File: src/rtl/ifq_pkg.sv
// ifq_pkg: shared types and constants for the instruction fetch queue
package ifq_pkg;
    localparam int PC_W    = 64;
    localparam int INSTR_W = 32;
    localparam logic [INSTR_W-1:0] NOP = 32'h0000_0013;

    typedef enum logic [1:0] {REQ, WAIT, HOLD} ifq_state_e;

    typedef struct packed {
        logic [PC_W-1:0]    pc;
        logic [INSTR_W-1:0] instr;
    } ifq_entry_t;

    function automatic logic [PC_W-1:0] align_pc(input logic [PC_W-1:0] pc);
        return pc & ~PC_W'(3);
    endfunction
endpackage

File: src/rtl/ifq_fifo.sv
// ifq_fifo: synchronous FIFO with occupancy count; flush has priority over push and pop
module ifq_fifo #(
    parameter int DEPTH = 4,
    parameter int WIDTH = 96
) (
    input  logic                   clk,
    input  logic                   rst_n,
    input  logic                   push,
    input  logic                   pop,
    input  logic                   flush,
    input  logic [WIDTH-1:0]       push_data,
    output logic [$clog2(DEPTH):0] count,
    output logic [WIDTH-1:0]       head
);
    localparam int AW = $clog2(DEPTH);

    logic [WIDTH-1:0] r_mem [DEPTH];
    logic [AW-1:0]    r_rd;
    logic [AW-1:0]    r_wr;
    logic [AW:0]      r_count;

    always_ff @(posedge clk) begin
        if (!rst_n || flush) begin
            r_rd    <= '0;
            r_wr    <= '0;
            r_count <= '0;
        end else begin
            if (push) r_wr <= r_wr + 1'b1;
            if (pop) r_rd <= r_rd + 1'b1;
            r_count <= r_count + (AW+1)'(push) - (AW+1)'(pop);
        end
    end

    always_ff @(posedge clk) begin
        if (push) r_mem[r_wr] <= push_data;
    end

    assign count = r_count;
    assign head  = r_mem[r_rd];
endmodule

File: src/rtl/ifetch_queue.sv
// ifetch_queue: sequential fetch over a req/gnt/rvalid port into a small PC+instr FIFO, flushed by redirect.
// Define IFQ_BYPASS_EN to forward a response to decode in the same cycle when the FIFO is empty.
module ifetch_queue
    import ifq_pkg::*;
#(
    parameter int          I_ADDR_BITS = 6,
    parameter int          DEPTH       = 4,
    parameter logic [63:0] RESET_PC    = 64'h0
) (
    input  logic                   clk,
    input  logic                   rst_n,
    input  logic                   redirect,
    input  logic [63:0]            redirect_pc,
    output logic                   imem_req,
    output logic [I_ADDR_BITS-1:0] imem_addr,
    input  logic                   imem_gnt,
    input  logic                   imem_rvalid,
    input  logic [31:0]            imem_rdata,
    output logic                   out_valid,
    output logic [31:0]            out_instr,
    output logic [63:0]            out_pc,
    input  logic                   out_ready
);
    localparam int CW = $clog2(DEPTH) + 1;
    localparam logic [CW-1:0] FULL = CW'(DEPTH);

    ifq_state_e      r_state;
    ifq_state_e      w_state_nxt;
    logic [PC_W-1:0] r_fetch_pc;
    logic [PC_W-1:0] r_issued_pc;
    logic            r_drop;
    logic            w_drop_nxt;
    logic [CW-1:0]   w_count;
    logic [CW-1:0]   w_count_nxt;
    ifq_entry_t      w_head;
    ifq_entry_t      w_resp;
    logic            w_gnt;
    logic            w_resp_ok;
    logic            w_fifo_valid;
    logic            w_byp;
    logic            w_push;
    logic            w_pop;

    assign imem_req     = rst_n && r_state == REQ;
    assign imem_addr    = r_fetch_pc[I_ADDR_BITS-1:0];
    assign w_gnt        = imem_req && imem_gnt;
    assign w_resp_ok    = imem_rvalid && !r_drop && !redirect;
    assign w_resp       = {r_issued_pc, imem_rdata};
    assign w_fifo_valid = w_count != '0;
`ifdef IFQ_BYPASS_EN
    assign w_byp = w_resp_ok && !w_fifo_valid;
`else
    assign w_byp = 1'b0;
`endif
    assign out_valid   = w_fifo_valid || w_byp;
    assign out_instr   = w_fifo_valid ? w_head.instr : w_byp ? w_resp.instr : NOP;
    assign out_pc      = w_fifo_valid ? w_head.pc : w_byp ? w_resp.pc : '0;
    assign w_pop       = w_fifo_valid && out_ready && !redirect;
    assign w_push      = w_resp_ok && !(w_byp && out_ready);
    assign w_count_nxt = redirect ? '0 : w_count + CW'(w_push) - CW'(w_pop);

    // A redirect leaves drop set while any request (old or granted now) is still owed a response
    always_comb begin
        w_state_nxt = r_state;
        w_drop_nxt  = r_drop && !imem_rvalid;
        if (redirect) begin
            w_state_nxt = REQ;
            w_drop_nxt  = w_gnt || ((r_drop || r_state == WAIT) && !imem_rvalid);
        end else if (r_state == REQ) begin
            w_state_nxt = w_gnt ? WAIT : REQ;
        end else if (r_state == HOLD || imem_rvalid) begin
            w_state_nxt = (w_count_nxt != FULL) ? REQ : HOLD;
        end
    end

    always_ff @(posedge clk) begin
        if (!rst_n) begin
            r_state     <= REQ;
            r_drop      <= 1'b0;
            r_fetch_pc  <= RESET_PC;
            r_issued_pc <= '0;
        end else begin
            r_state <= w_state_nxt;
            r_drop  <= w_drop_nxt;
            if (redirect) r_fetch_pc <= align_pc(redirect_pc);
            else if (w_gnt) r_fetch_pc <= r_fetch_pc + 64'd4;
            if (w_gnt) r_issued_pc <= r_fetch_pc;
        end
    end

    ifq_fifo #(
        .DEPTH(DEPTH),
        .WIDTH($bits(ifq_entry_t))
    ) u_fifo (
        .clk      (clk),
        .rst_n    (rst_n),
        .push     (w_push),
        .pop      (w_pop),
        .flush    (redirect),
        .push_data(w_resp),
        .count    (w_count),
        .head     (w_head)
    );
endmodule

File: config.mk
export PLATFORM = sky130hd
export DESIGN_NAME = ifetch_queue
export DESIGN_NICKNAME = d
export VERILOG_FILES = /design/src/rtl/ifq_pkg.sv /design/src/rtl/ifq_fifo.sv /design/src/rtl/ifetch_queue.sv
export SDC_FILE = /design/constraint.sdc
export NUM_CORES = 1
export LEC_CHECK = 0
export BUFFER_PORTS_ARGS = -buffer_cell sky130_fd_sc_hd__clkbuf_2
export CAP_MARGIN = 20
export CORE_MARGIN = 3
export CORE_UTILIZATION = 40
export CTS_BUF_LIST = sky130_fd_sc_hd__clkbuf_4
export CTS_CLUSTER_DIAMETER = 100
export DETAILED_ROUTE_END_ITERATION = 10
export PLACE_DENSITY = 0.65
export SYNTH_ARGS = -nofsm -noshare
export SYNTH_HDL_FRONTEND = slang
export SYNTH_HIERARCHICAL = 1
export SYNTH_SLANG_ARGS = --single-unit
File: constraint.sdc
create_clock -name clk -period 5.3 [get_ports clk]
set_input_delay 0.53 -clock clk [delete_from_list [all_inputs] [get_ports clk]]
set_output_delay 0.53 -clock clk [all_outputs]
set_load 0.02 [all_outputs]
# Yosys cells after proc, flatten, opt, wreduce, memory -nomap -nowiden
# Memories as Yosys holds them, arrays and structs flattened. A register that Yosys moved wholly into a read port is not among the register bits.
# Cells that the tools add are included.
[totals]
register_bits = 138
mem_bits_rw = 384
elab_cells = 53
n_memories = 1
[classes]
add_sub_neg = 5
n_eq_ne = 3
mux = 14
bitwise = 1
reduce_logical = 21
[memory_table]
columns = ["name", "depth", "word_bits", "rd", "rd_ports_with_merged_regs", "wr", "line_no", "text"]
rows = [
  ["u_fifo.r_mem", 4, 96, 1, 1, 1, "ifq_fifo.sv:17", "logic [WIDTH-1:0] r_mem [DEPTH];"],
]
[op_table]
columns = ["operator", "n"]
rows = [
  ["two-way mux 64 bit", 3],
  ["adder 64 x 3 -> 64 bit (second input constant)", 1],
  ["two-way mux 32 bit", 1],
  ["two-way mux 2 bit", 5],
  ["logical AND 1 bit", 8],
  ["adder 2 x 1 -> 2 bit (second input constant)", 2],
  ["logical NOT 1 bit", 4],
  ["logical OR 1 bit", 4],
  ["two-way mux 1 bit", 4],
  ["nonzero test 2 bit", 2],
  ["adder 3 x 1 -> 3 bit", 1],
  ["two-way mux 3 bit", 1],
  ["!= test 3 bit (second input constant)", 1],
  ["nonzero test 3 bit", 1],
  ["subtractor 3 x 1 -> 3 bit", 1],
  ["== test 2 x 1 -> 1 bit (second input constant)", 1],
  ["== test 2 bit (second input constant)", 1],
  ["logical NOT 2 bit", 1],
  ["OR reduction 2 bit", 1],
  ["NOT 1 bit", 1],
]

# Longest topological paths before layout
[depth]
ltp_word = 10
depth_mapped = 15
mapped_depth_nobuf = 13

# Modules after synthesis
# The synthesis kept the hierarchy.
[modules_own_cells]
columns = ["mod", "instances", "cells_per_inst", "area_each_um2", "seq_area_each_um2"]
rows = [
  ["ifq_fifo", 1, 546, 14283.7, 11711.2],
  ["ifetch_queue", 1, 902, 6876.6, 2542.4],
]

# Worst setup path after synthesis
# OpenSTA, ideal clock, no wires.
[synth_timing]
path_kind = "input port to flip-flop"
from = "in redirect"
to = "mem u_fifo.r_mem[0][0], enable pin"
arrival_time_ns = 3.659
required_ns = 4.835
setup_slack_ns = 1.175
path_stages = 5
path_buffers = 2
cell_sequence = "clkbuf_1 > clkinv_1 > clkbuf_1 > and3_1 > and2_1"
[synth_via]
elab_chain_cells = 4
[synth_lines]
columns = ["element", "line_no", "text"]
rows = [
  ["start: declaration", "ifetch_queue.sv:12", "input logic redirect,"],
  ["logical NOT 1 bit", "ifetch_queue.sv:47", "assign w_resp_ok = imem_rvalid && !r_drop && !redirect;"],
  ["logical AND 1 bit", "ifetch_queue.sv:47", ""],
  ["net w_push", "ifetch_queue.sv:41", "logic w_push;"],
  ["two-way mux 1 bit", "ifq_fifo.sv:35", "if (push) r_mem[r_wr] <= push_data;"],
  ["two-way mux 1 bit (not written as such)", "ifq_fifo.sv:35", ""],
  ["end: declaration", "ifq_fifo.sv:17", ""],
]
# The timed path passes the listed nets, and every way through them passes these cells.

==> qor.yml <==
finish:
  final_nets: 1900
  post-route-util: 0.489
  regArea_mm2: 0.0143
  stdcell_area_mm2: 0.0253
  area_delta_synth_final_pct: 19.7
  drive_gt1_frac: 0.290
  fill_cells: 4509
  multi_input_area_mm2: 0.00646
floorplanning:
  dieArea_mm2: 0.0557
  core-area_mm2: 0.0518
  die_x_um: 236
  start_util: 0.408
  die_h_um: 236
  rows: 83
  pin_count: 206
timing:
  grt_setup_unrepaired: "no"
  max_clock_freq_mhz: 267
  fin_setup_tns_ns: 0
  period_needed_ns: 3.75
  final.period_utilization: 0.707
  final.setup.worst_slack_ns: 1.55
  slew_viol_final: 0
  max_slew_margin: 0.281
  tightestPinTransition_ns: 1.06
  setup_violations: 0
  hold_viol: 0
  finClkSkew_ns: 0.0375
synth:
  synth_seq_cells: 520
  ys_types: 61
  syn_area_per_cell_um2: 14.6
  synth_edf_count: 384
  yosys_most_used_dff: "edfxtp_1"
  ys_seq_area_frac: 0.674
  async_flop_share: 0
  syn-cell-area_mm2: 0.0212
  yosys_warnings: 6
  synth_cells: 1448
clock_network:
  cts_buffers: 137
  numClockSinks: 520
  cts.clk_slew.worst_paths_ns: 0.06
  cts-root-buf: "clkbuf_4"
  ctsResizeCount: 0
  cts_setup_buffers: 0
  h-tree-depth: 4
  cts_tree: "done"
  clk_latency_ns: 0.83
  clk_path_buf_depth: 3
placement:
  io_buffers: 201
  placedInstanceArea_mm2: 0.0228
  detailed_place_hpwl_um: 30800
  pre_cts_ws_ns: 1.37
  gp_congestion: 0.883
pwr:
  pwr_density_cell_mw_per_mm2: 339
  combinationalPowerShare: 0.058
  ir_drop_mv: 0.153
  clockPowerShare: 0.409
  p_sw_frac: 0.226
  switchingPower_mw: 1.94
  p_leak_nw: 9.27
  internal_power_mw: 6.66
  pwr-share-seq: 0.533
  p_total_mw: 8.60
setup_path:
  start_kind: "register"
  ff2ff_setup_slack_ns: 2.00
  crit_path_end_kind: "output port"
  critPathArrivalTime_ns: 3.22
  critPathKind: "reg -> out"
  required_ns: 4.77
  crit_fanout: 35
global_route:
  grt_usage: 0.182
  met1_usage: 0.238
  grt_pass1_vias: 14113
  overflow: 0
  use_met3: 0.0424
  grtUsageMet2: 0.292
  antenna_found_initial: 1
  grt-busiest-layer: "met2"
  grt_pass1_wl_um: 79000
  grt_max_degree: 98
min_path:
  hold_class: "in -> reg"
detailed_routing:
  drtIter0Drc: 947
  vias_per_cell: 5.29
  ant_nets: 0
  wire_per_inst_um: 19.7
  via_count: 13634
  drt-total-wl_um: 50800
  dr.pass1.iters: 5
  drc_errors: 0
status:
  status: "complete, no violations"
run:
  drv_cap: 0
[cell type report]
| class | count | area share |
|---|---|---|
| Timing Repair Buffer | 285 | 0.0741 |
| Inverter | 19 | 0.00282 |
| Sequential cell | 520 | 0.563 |
| Clock buffer | 207 | 0.0613 |
| Clock inverter | 38 | 0.00993 |
| Multi-Input combinational cell | 824 | 0.255 |
| Tap cell | 680 | 0.0336 |
| Antenna cell | 2 | 0.000198 |
[registers in the layout, summed over array words and instances, names as in the netlist, named ones only]
| register | count |
|---|---|
| u_fifo/count | 3 |
| u_fifo/r_rd | 2 |
| u_fifo/r_wr | 2 |
| r_drop | 1 |
| r_issued_pc | 62 |
| u_fifo/r_mem | 384 |
| r_state | 2 |
| r_fetch_pc | 62 |
[cells in the final DEF, fill, tap and decap left out, drive strengths merged, types with 19 or more instances in the layout]
| cell type | n |
|---|---|
| edfxtp | 384 |
| inv | 23 |
| nand2 | 153 |
| nand4 | 35 |
| nand3 | 94 |
| nor2 | 30 |
| or4 | 21 |
| a21oi | 26 |
| and2 | 106 |
| clkinv | 30 |
| nor4 | 19 |
| o21ai | 51 |
| nor3 | 21 |
| clkbuf | 407 |
| mux4 | 96 |
| dfxtp | 136 |
| dlygate4sd3 | 70 |
[Yosys cell counts, types with 3 or more instances]
cell type	count	area share
or3_1	10	0.0030
a32oi_1	5	0.0021
a31oi_1	16	0.0047
xnor2_1	16	0.0066
or4_1	19	0.0067
nor4_1	19	0.0056
nor2_1	30	0.0053
nand3b_1	3	0.0011
and4_1	9	0.0037
ha_1	9	0.0053
nor3_1	20	0.0047
o211a_1	8	0.0038
o31ai_1	7	0.0025
o21ai_0	51	0.012
buf_1	14	0.0025
nand2_1	153	0.027
edfxtp_1	384	0.54
and3_1	9	0.0027
buf_4	6	0.0021
nor2b_1	5	0.0015
buf_6	6	0.0032
xor2_1	13	0.0054
a21oi_1	26	0.0061
dfxtp_1	136	0.13
mux4_2	96	0.10
nand4_1	34	0.010
nand3_1	94	0.022
clkbuf_1	55	0.0098
a211oi_1	4	0.0014
nand2b_1	11	0.0033
inv_1	18	0.0032
and2_1	106	0.031
mux2i_1	8	0.0038
buf_2	12	0.0028
[worst paths after layout]
check | from | to | cells past startpoint
min reg2reg | r_fetch_pc[54] | r_issued_pc[54] | 2
min | redirect_pc[8] | r_fetch_pc[8] | 3
max reg2reg | r_state[0] | r_fetch_pc[41] | 5
max | register | out_instr[26] | 4
[power by group through the flow]
stage	Clock (mW)	Combinational (mW)	Sequential [mW]
global route	3.86	0.546	4.59
detailed placement	0	0.460	4.67
global placement	0	0.454	4.66
CTS	3.64	0.504	4.58
floorplan	0	0.295	4.63
finish	3.52	0.496	4.58
[what timing repair did]
item / 4_1_cts / 5_1_grt
setup endpoints to repair: 0 / 0
hold buffers: 70 / 0
hold endpoints to repair: 166 / 0
[stage by stage]
stage / hold slack (ns) / cells
2_1_floorplan: 0.422 / 1457
3_3_place_gp: 0.471 / 2258
3_5_place_dp: 0.471 / 2258
4_1_cts: 0.00269 / 2573
5_1_grt: 0.0144 / 2575
6_report: 0.0771 / 2575
[cell families (layout without fill, tap and decap cells)]
logic type / Yosys count / count (layout) / synth area share
mux: 104 / 104 / 0.106
compound gates: 131 / 131 / 0.0386
flops: 520 / 520 / 0.674
fa+ha+maj: 11 / 11 / 0.00721
buf+inv: 113 / 549 / 0.0247
xor+xnor: 31 / 31 / 0.0143
other cells: 1 / 12 / 0.000177
simple gates: 537 / 537 / 0.135
[routing by layer]
| metal | routed length (µm) | share of wire |
|---|---|---|
| met5 | 0 | 0 |
| met4 | 1360 | 0.027 |
| met3 | 3470 | 0.068 |
| met2 | 24400 | 0.48 |
| met1 | 21600 | 0.42 |
[critical path: stages (launching register included)]
cell and delay (ns):
dfxtp_4 0.86, buf_4 0.58, mux4_2 0.58, and2_1 0.16
clkbuf_2 0.16
No activity file was read; power rests on OpenSTA's default activity.
